--- config.mk ---
export PLATFORM = sky130hd
export DESIGN_NAME = roberto_rx_serial_flat
export DESIGN_NICKNAME = d
export VERILOG_FILES = /design/src/rtl/roberto_rx_serial_if.sv /design/src/rtl/roberto_rx_serial.sv /design/src/flat_wrapper.sv
export SDC_FILE = /design/constraint.sdc
export NUM_CORES = 1
export LEC_CHECK = 0
export CORE_MARGIN = 10
export CORE_UTILIZATION = 60
export DETAILED_ROUTE_END_ITERATION = 12
export HOLD_SLACK_MARGIN = 0.1
export PLACE_DENSITY = 0.84
export SLEW_MARGIN = 20
export SYNTH_ARGS = -nofsm -noshare
export SYNTH_HDL_FRONTEND = slang
export SYNTH_SLANG_ARGS = --single-unit
export TNS_END_PERCENT = 30
--- constraint.sdc ---
create_clock -name clock -period 3.3 [get_ports clock]
set_input_delay 0.33 -clock clock [delete_from_list [all_inputs] [get_ports clock]]
set_output_delay 0.33 -clock clock [all_outputs]
set_load 0.01 [all_outputs]
--- src/rtl/roberto_rx_serial_if.sv ---
// Received-byte bus of the serial receiver: data byte plus one-cycle event strobes.
// The receiver drives it through the master modport; consumers read through slave.
interface roberto_rx_serial_if;
    logic [7:0] dados;
    logic       pronto;
    logic       erro_frame;
    logic       erro_paridade;

    modport master (
        output dados,
        output pronto,
        output erro_frame,
        output erro_paridade
    );

    modport slave (
        input dados,
        input pronto,
        input erro_frame,
        input erro_paridade
    );
endinterface

--- src/rtl/roberto_rx_serial.sv ---
// UART receiver, 8N1 (8E1 when RX_PARITY_EN is defined), DIV = CLK_FREQ/BAUD clocks per bit.
// Latency: pronto 1 clock after the stop-bit sample (~9.5*DIV + 3 clocks from the start edge).
// No backpressure: every accepted byte is announced by a single-cycle pronto pulse.
module roberto_rx_serial #(
    parameter int CLK_FREQ = 50000000,
    parameter int BAUD     = 115200
) (
    input  logic                       clock,
    input  logic                       reset,
    input  logic                       zera,
    input  logic                       RX,
    output logic [3:0]                 db_estado,
    roberto_rx_serial_if.master        rx_if
);
    localparam int DIV = CLK_FREQ / BAUD;
    localparam int TW  = (DIV > 1) ? $clog2(DIV) : 1;
    localparam logic [TW-1:0] TICK_BIT  = TW'(DIV - 1);
    localparam logic [TW-1:0] TICK_HALF = TW'(DIV / 2 - 1);

    typedef enum logic [3:0] {
        INICIAL  = 4'b0000,
        ESPERA   = 4'b0001,
        START    = 4'b0010,
        RECEBE   = 4'b0011,
        PARIDADE = 4'b0100,
        STOP     = 4'b0101,
        REGISTRA = 4'b0110,
        ERRO     = 4'b0111
    } estado_t;

    estado_t       estado_q, estado_d;
    logic          rx_meta_q, rx_sync_q;
    logic [TW-1:0] tick_q, tick_d;
    logic [2:0]    bit_q, bit_d;
    logic [7:0]    shift_q, shift_d;
    logic [7:0]    dados_q, dados_d;
    logic          ferr_q, ferr_d;
    logic          tick_end;
    logic          pronto;
`ifdef RX_PARITY_EN
    logic          par_err_q, par_err_d;
`endif

    always_ff @(posedge clock or negedge reset) begin
        if (!reset) begin
            estado_q  <= INICIAL;
            rx_meta_q <= 1'b1;
            rx_sync_q <= 1'b1;
            tick_q    <= '0;
            bit_q     <= '0;
            shift_q   <= '0;
            dados_q   <= '0;
            ferr_q    <= 1'b0;
`ifdef RX_PARITY_EN
            par_err_q <= 1'b0;
`endif
        end else begin
            estado_q  <= estado_d;
            rx_meta_q <= RX;
            rx_sync_q <= rx_meta_q;
            tick_q    <= tick_d;
            bit_q     <= bit_d;
            shift_q   <= shift_d;
            dados_q   <= dados_d;
            ferr_q    <= ferr_d;
`ifdef RX_PARITY_EN
            par_err_q <= par_err_d;
`endif
        end
    end

    assign tick_end = (tick_q == TICK_BIT);

    always_comb begin
        estado_d = estado_q;
        tick_d   = tick_q;
        bit_d    = bit_q;
        shift_d  = shift_q;
        dados_d  = dados_q;
        ferr_d   = 1'b0;
`ifdef RX_PARITY_EN
        par_err_d = par_err_q;
`endif
        if (zera) begin
            estado_d = INICIAL;
        end else begin
            case (estado_q)
                INICIAL: begin
                    tick_d   = '0;
                    bit_d    = '0;
                    shift_d  = '0;
                    estado_d = ESPERA;
                end
                ESPERA: begin
                    if (!rx_sync_q) begin
                        tick_d   = '0;
                        estado_d = START;
                    end
                end
                START: begin
                    // Mid-start-bit recheck rejects glitches shorter than half a bit.
                    if (tick_q == TICK_HALF) begin
                        tick_d   = '0;
                        bit_d    = '0;
                        estado_d = rx_sync_q ? ESPERA : RECEBE;
                    end else begin
                        tick_d = tick_q + 1'b1;
                    end
                end
                RECEBE: begin
                    if (tick_end) begin
                        tick_d  = '0;
                        shift_d = {rx_sync_q, shift_q[7:1]};
                        bit_d   = bit_q + 1'b1;
                        if (bit_q == 3'd7) begin
`ifdef RX_PARITY_EN
                            estado_d = PARIDADE;
`else
                            estado_d = STOP;
`endif
                        end
                    end else begin
                        tick_d = tick_q + 1'b1;
                    end
                end
`ifdef RX_PARITY_EN
                PARIDADE: begin
                    if (tick_end) begin
                        tick_d    = '0;
                        par_err_d = (rx_sync_q != ^shift_q);
                        estado_d  = STOP;
                    end else begin
                        tick_d = tick_q + 1'b1;
                    end
                end
`endif
                STOP: begin
                    if (tick_end) begin
                        tick_d = '0;
                        if (rx_sync_q) begin
                            estado_d = REGISTRA;
                        end else begin
                            estado_d = ERRO;
                            ferr_d   = 1'b1;
                        end
                    end else begin
                        tick_d = tick_q + 1'b1;
                    end
                end
                REGISTRA: begin
                    dados_d  = shift_q;
                    estado_d = ESPERA;
                end
                ERRO: begin
                    // A held break must end before a new start edge can be accepted.
                    if (rx_sync_q) begin
                        estado_d = ESPERA;
                    end
                end
                default: estado_d = INICIAL;
            endcase
        end
    end

    // The new byte is forwarded in the pronto cycle itself so data and strobe align.
    assign pronto              = (estado_q == REGISTRA) && !zera;
    assign rx_if.pronto        = pronto;
    assign rx_if.dados         = pronto ? shift_q : dados_q;
    assign rx_if.erro_frame    = ferr_q && !zera;
`ifdef RX_PARITY_EN
    assign rx_if.erro_paridade = pronto && par_err_q;
`else
    assign rx_if.erro_paridade = 1'b0;
`endif
    assign db_estado           = estado_q;
endmodule

--- src/flat_wrapper.sv ---
// flat-port wrapper written by rule: the top's interface ports become plain ports
module roberto_rx_serial_flat 
#(
    parameter int CLK_FREQ = 50000000,
    parameter int BAUD     = 115200
)
  (clock, reset, zera, RX, db_estado, rx_if_dados, rx_if_pronto, rx_if_erro_frame, rx_if_erro_paridade);
  roberto_rx_serial_if rx_if_i ();
  input  logic clock;
  input  logic reset;
  input  logic zera;
  input  logic RX;
  output logic [3:0] db_estado;
  output wire logic [$bits(rx_if_i.dados)-1:0] rx_if_dados;
  output wire logic [$bits(rx_if_i.pronto)-1:0] rx_if_pronto;
  output wire logic [$bits(rx_if_i.erro_frame)-1:0] rx_if_erro_frame;
  output wire logic [$bits(rx_if_i.erro_paridade)-1:0] rx_if_erro_paridade;
  assign rx_if_dados = rx_if_i.dados;
  assign rx_if_pronto = rx_if_i.pronto;
  assign rx_if_erro_frame = rx_if_i.erro_frame;
  assign rx_if_erro_paridade = rx_if_i.erro_paridade;
  roberto_rx_serial #(.CLK_FREQ(CLK_FREQ), .BAUD(BAUD)) u_core (.clock(clock), .reset(reset), .zera(zera), .RX(RX), .db_estado(db_estado), .rx_if(rx_if_i));
endmodule
# ---- Word-level counts from Yosys, hierarchy flattened
# Index checks and enable logic that the tools add are counted.
# W data, S select, Z words.
dict set report word_totals {
  register_bits 35
  latchBits 0
  ram_bits 0
  romBits 0
  inputBits 4
  output_inout_bits 15
  elab_cells 67
  mem_count 0
}
dict set report op_classes {
  n_addsub 2
  mul 0
  div 0
  n_lt_le_gt_ge 0
  eq_ne 18
  shifts 0
  mux 24
  bitwise 1
  reduce_logical 14
}
# operator count
set ops {}
lappend ops {{$pmux W9 S4} 1}
lappend ops {{$mux W4} 7}
lappend ops {{$mux W9} 3}
lappend ops {{$pmux W4 S6} 1}
lappend ops {{$mux W8} 2}
lappend ops {{$pmux W8 S2} 1}
lappend ops {{$ne A3 B2 Y1 const B} 5}
lappend ops {{$eq A4 B3 Y1 const B} 3}
lappend ops {{$add A9 B1 Y9 const B} 1}
lappend ops {{$eq A9 B8 Y1 const B} 1}
lappend ops {{$eq A9 B9 Y1 const B} 1}
lappend ops {{$pmux W3 S3} 1}
lappend ops {{$eq A4 B2 Y1 const B} 2}
lappend ops {{$mux W3} 2}
lappend ops {{$reduce_and A3 Y1} 2}
lappend ops {{$reduce_and A6 Y1} 1}
lappend ops {{$mux W1} 5}
lappend ops {{$eq A4 B1 Y1 const B} 1}
lappend ops {{$logic_not A4 Y1} 1}
lappend ops {{$ne A2 B1 Y1 const B} 2}
lappend ops {{$reduce_and A4 Y1} 1}
lappend ops {{$reduce_bool A4 Y1} 1}
lappend ops {{$reduce_or A2 Y1} 2}
lappend ops {{$add A3 B1 Y3 const B} 1}
lappend ops {{10 further kinds} 11}

# ---- Depth between registers and ports, before layout
dict set report depth {
  word_depth 5
  mapped_depth 9
  ltp_nobuf 7
}

# ---- Least setup slack after synthesis
# OpenSTA, ideal clock, no wires.
dict set report synth_path {
  path_type {register to output}
  start {register u_core.estado_q[1], in the netlist u_core.db_estado[1]}
  end {output port rx_if_dados[0]}
  t_arrival_ns 1.590
  t_required_ns 2.970
  setup_slack_ns 1.380
  stages_incl_launch_ff 5
  path_buffers 1
  path_cell_list {dfrtp_1 buf_4 inv_1 nor4b_4 mux2_2}
}
dict set report synth_between {
  elab_chain_len 3
}
# element line_no
set synth_rtl {}
lappend synth_rtl {{start: declaration} roberto_rx_serial.sv:31} ;# estado_t estado_q, estado_d;
lappend synth_rtl {{start signal: assignment} roberto_rx_serial.sv:58} ;# estado_q <= estado_d;
lappend synth_rtl {{$eq A4 B3 Y1} roberto_rx_serial.sv:166} ;# assign pronto = (estado_q == REGISTRA) && !zera;
lappend synth_rtl {{$logic_and A1 B1 Y1} roberto_rx_serial.sv:166}
lappend synth_rtl {{net rx_if_pronto} flat_wrapper.sv:15} ;# output wire logic [$bits(rx_if_i.pronto)-1:0] rx_if_pronto;
lappend synth_rtl {{$mux W8} roberto_rx_serial.sv:168} ;# assign rx_if.dados = pronto ? shift_q : dados_q;
lappend synth_rtl {{end: declaration} flat_wrapper.sv:14} ;# output wire logic [$bits(rx_if_i.dados)-1:0] rx_if_dados;
# The timed path passes the listed nets, and every way through them passes these cells.

# ---- Final worst setup path
dict set report layout_path {
  start {register u_core.estado_q[1], in the netlist u_core.db_estado[1]}
  end {output port rx_if_dados[1]}
}
dict set report layout_between {
  elab_chain_len 3
}
# element line_no
set layout_rtl {}
lappend layout_rtl {{$eq A4 B3 Y1} roberto_rx_serial.sv:166}
lappend layout_rtl {{$logic_and A1 B1 Y1} roberto_rx_serial.sv:166}
lappend layout_rtl {{$mux W8} roberto_rx_serial.sv:168}
# No other way between the ends.

==> impl_metrics.yaml <==
critical_path:
  timing.critical_path.from_type: "register"
  data_required_critical_path_ps: 2970
  crit_path_max_fanout: 12
  cp.arrival_ps: 2530
  critical_path.endpoint_type: "output pin"
  critPathKind: "reg -> out"
floorplanning:
  ios: 19
  die_width_um: 74.1
  rows: 19
  placeableCoreArea_um2: 2780
  die_height_um: 74.1
  full_die_area_um2: 5490
  starting_utilization_of_the_core_area_pct: 63.2
timing:
  final_critical_path_share_of_the_clock_period_pct: 86.7
  post-route-min-period_ps: 2860
  setup_viol_count_final: 0
  timing_max_transition_violations_final: 0
  clock_skew_ps: 9.12
  grt_setup_unrepaired: "false"
  worst_max_slew_margin_expressed_relative_to_the_limit_pct: 59.7
  setup-tns-final_ps: 0
  worst_slew_pin_slew_ps: 602
  final_hold_viol_count: 0
  timing.fmax_mhz: 350
routing:
  detailedRoute.firstPassIterationCount: 4
  detail_route.iter0.violations: 111
  drt-vias-per-instance: 5.93
  dr_total_vias: 1304
  post-route-drc-count: 0
  drt-total-wl_mm: 3.47
  avgRoutedWirePerCell_um: 15.8
  route.antenna.remaining_nets: 0
status:
  status: "finished, final reports clean"
global_route:
  global_route.overflow_total: 0
  antenna_violations_before_repair: 0
  grt_util_all_layers_pct: 13.5
  global_route_wire_length_before_repair_mm: 5.96
  grt_start_max_net_pins: 35
  via_count_of_the_first_global_routing_pass: 1305
synth:
  synth_top_cells_by_area: "sky130_fd_sc_hd__dfrtp_1 (46%), sky130_fd_sc_hd__mux2_2 (7.1%), sky130_fd_sc_hd__nand2_1 (5.8%), sky130_fd_sc_hd__o21ai_0 (4.3%), sky130_fd_sc_hd__ha_1 (3.6%)"
  synthArstFlopShare_pct: 100
  yosys_warnings: 0
  ys_ff_latch: 34
  synth_edf_count: 0
  netlist_instances: 171
  yosysTopAreaCellShare_pct: 45.6
  synthDominantAreaCellType: "sky130_fd_sc_hd__dfrtp_1"
  synth_cell_type_count: 44
  avgSynthCellArea_um2: 10.3
  yosys_most_used_dff: "sky130_fd_sc_hd__dfrtp_1"
  synth.cell_area_um2: 1760
  synth_seq_area_share_pct: 48.6
clocking:
  clkSlewWorstSetupHoldPaths_ps: 100
  htreeDepth: 2
  clk_path_buf_depth: 2
  ctsResizeCount: 0
  cts.root.buffer_cell: "sky130_fd_sc_hd__clkbuf_4"
  tritoncts: "built"
  cts_inserted_buffers: 5
  insertion_delay_ps: 340
  cts_setup_buffers: 0
  clkSinkCount: 34
  holdBufCountCts: 0
finish:
  final_util_pct: 71.9
  sequential_cell_area_um2: 853
  final_net_count: 197
  number_of_inserted_diodes: 0
  num-fill-cells: 210
  layout-area-overhead-vs-synth_pct: 13.9
  multi_input_comb_area_um2: 843
  layout-drive-gt1-share_pct: 14.8
placement:
  dp_hpwl_mm: 2.50
  number_of_i_o_port_buffers: 16
  gp_routability_congestion: 0.899
power_and_ir_drop:
  static-leakage-power_nw: 0.874
  maximum_vdd_ir_drop_mv: 0.392
  pwr_density_cell_nw_per_um2: 559
min_path:
  hold_path_class: "reg -> reg"
run:
  maxCapViolations: 0
==> path summary, 6_finish.rpt <==
| kind | cells after the start | slack [ps] | end | start |
|---|---|---|---|---|
| setup / recovery | 4 | 440 | rx_if_dados[1] | u_core.db_estado[1]$_DFFE_PN0P_ |
| setup reg to reg | 7 | 1250 | u_core.bit_q[1]$_DFFE_PN0P_ | u_core.tick_q[1]$_DFFE_PN0P_ |
| hold / removal | 0 | 360 | u_core.rx_sync_q$_DFF_PN1_ | u_core.rx_meta_q$_DFF_PN1_ |
| min in group asynchronous | 2 | 380 | u_core.shift_q[1]$_DFFE_PN0P_ | reset |
| hold reg to reg | 0 | 360 | u_core.rx_sync_q$_DFF_PN1_ | u_core.rx_meta_q$_DFF_PN1_ |
| max in group asynchronous | 2 | 2570 | u_core.rx_meta_q$_DFF_PN1_ | reset |
==> cells in the final DEF, fill, tap and decap left out, types with 3 or more instances in the layout <==
cell type                          n
sky130_fd_sc_hd__nand3_1           3
sky130_fd_sc_hd__dfrtp_1          32
sky130_fd_sc_hd__inv_1             5
sky130_fd_sc_hd__nand2_1          27
sky130_fd_sc_hd__nor3_1            3
sky130_fd_sc_hd__nor2b_1           4
sky130_fd_sc_hd__nor2_1            9
sky130_fd_sc_hd__clkbuf_4          5
sky130_fd_sc_hd__o21ai_0          15
sky130_fd_sc_hd__ha_1              5
sky130_fd_sc_hd__mux2_2           11
sky130_fd_sc_hd__a21oi_1           5
sky130_fd_sc_hd__clkdlybuf4s50_1  16
sky130_fd_sc_hd__clkbuf_8          3
sky130_fd_sc_hd__a22o_1            5
==> area by class of cell <==
type,count,share of cell area [%]
inverters,5,0.938
well taps,31,1.94
flip-flops and latches,34,42.7
clock buffers,8,3.94
multi-input cells,125,42.2
repair buffers,17,8.38
==> power breakdown <==
group | switching, W | internal (W) | total, W
clock | 0.000139 | 0.000146 | 0.000284
combinational | 0.000188 | 0.000140 | 0.000327
sequential | 0.0000612 | 0.000446 | 0.000507
==> per-layer routing <==
| layer | global-route usage (%) | share of wire [%] | vias up |
|---|---|---|---|
| met4 | 5.18 | 1.3 | 0 |
| met5 | 0 | 0 | - |
| met3 | 5.05 | 8.1 | 5 |
| met1 | 15.8 | 43 | 623 |
| li1 | - | - | 639 |
| met2 | 21.9 | 47 | 37 |
==> stage by stage <==
stage / total power, W / std cells / hold slack, ps / cell area [um2] / setup WS, ps
2_1_floorplan: 0.000748 / 172 / 34.4 / 1760 / 1380
6_report: 0.00112 / 220 / 360 / 2000 / 440
4_1_cts: 0.00112 / 220 / 361 / 2000 / 431
3_3_place_gp: 0.000830 / 212 / 346 / 1920 / 559
3_5_place_dp: 0.000841 / 212 / 347 / 1920 / 522
5_1_grt: 0.00118 / 220 / 370 / 2000 / 285
==> state kept, by name (all words and copies together), names as in the netlist <==
register / flops
u_core.ferr_q: 1
u_core.tick_q: 9
u_core.dados_q: 8
u_core.db_estado: 3
u_core.bit_q: 3
u_core.shift_q: 8
u_core.rx_sync_q: 1
u_core.rx_meta_q: 1
==> cells by family after synthesis <==
kind of cell	share of synthesized area, %
simple gates	21.4
other cells	0.213
compound gates	15.0
mux	7.62
flops	48.6
buf+inv	3.63
fa+ha+maj	3.56
==> cell usage after synthesis (3+ instances only) <==
cell type                  n
sky130_fd_sc_hd__nor2_1    9
sky130_fd_sc_hd__nor2b_1   4
sky130_fd_sc_hd__a21oi_1   5
sky130_fd_sc_hd__buf_2     3
sky130_fd_sc_hd__o21ai_0  15
sky130_fd_sc_hd__nand2_1  27
sky130_fd_sc_hd__buf_4     3
sky130_fd_sc_hd__nand3_1   3
sky130_fd_sc_hd__nor3_1    3
sky130_fd_sc_hd__mux2_2   11
sky130_fd_sc_hd__ha_1      5
sky130_fd_sc_hd__a22o_1    5
sky130_fd_sc_hd__dfrtp_1  32
sky130_fd_sc_hd__inv_1     5
==> critical path, cell delays in order (launching register included) <==
cell	delay [ps]
sky130_fd_sc_hd__dfrtp_1	550
sky130_fd_sc_hd__inv_1	150
sky130_fd_sc_hd__nor4b_4	590
sky130_fd_sc_hd__mux2_2	420
sky130_fd_sc_hd__clkdlybuf4s50_1	480
No activity file was read; power rests on OpenSTA's default activity.
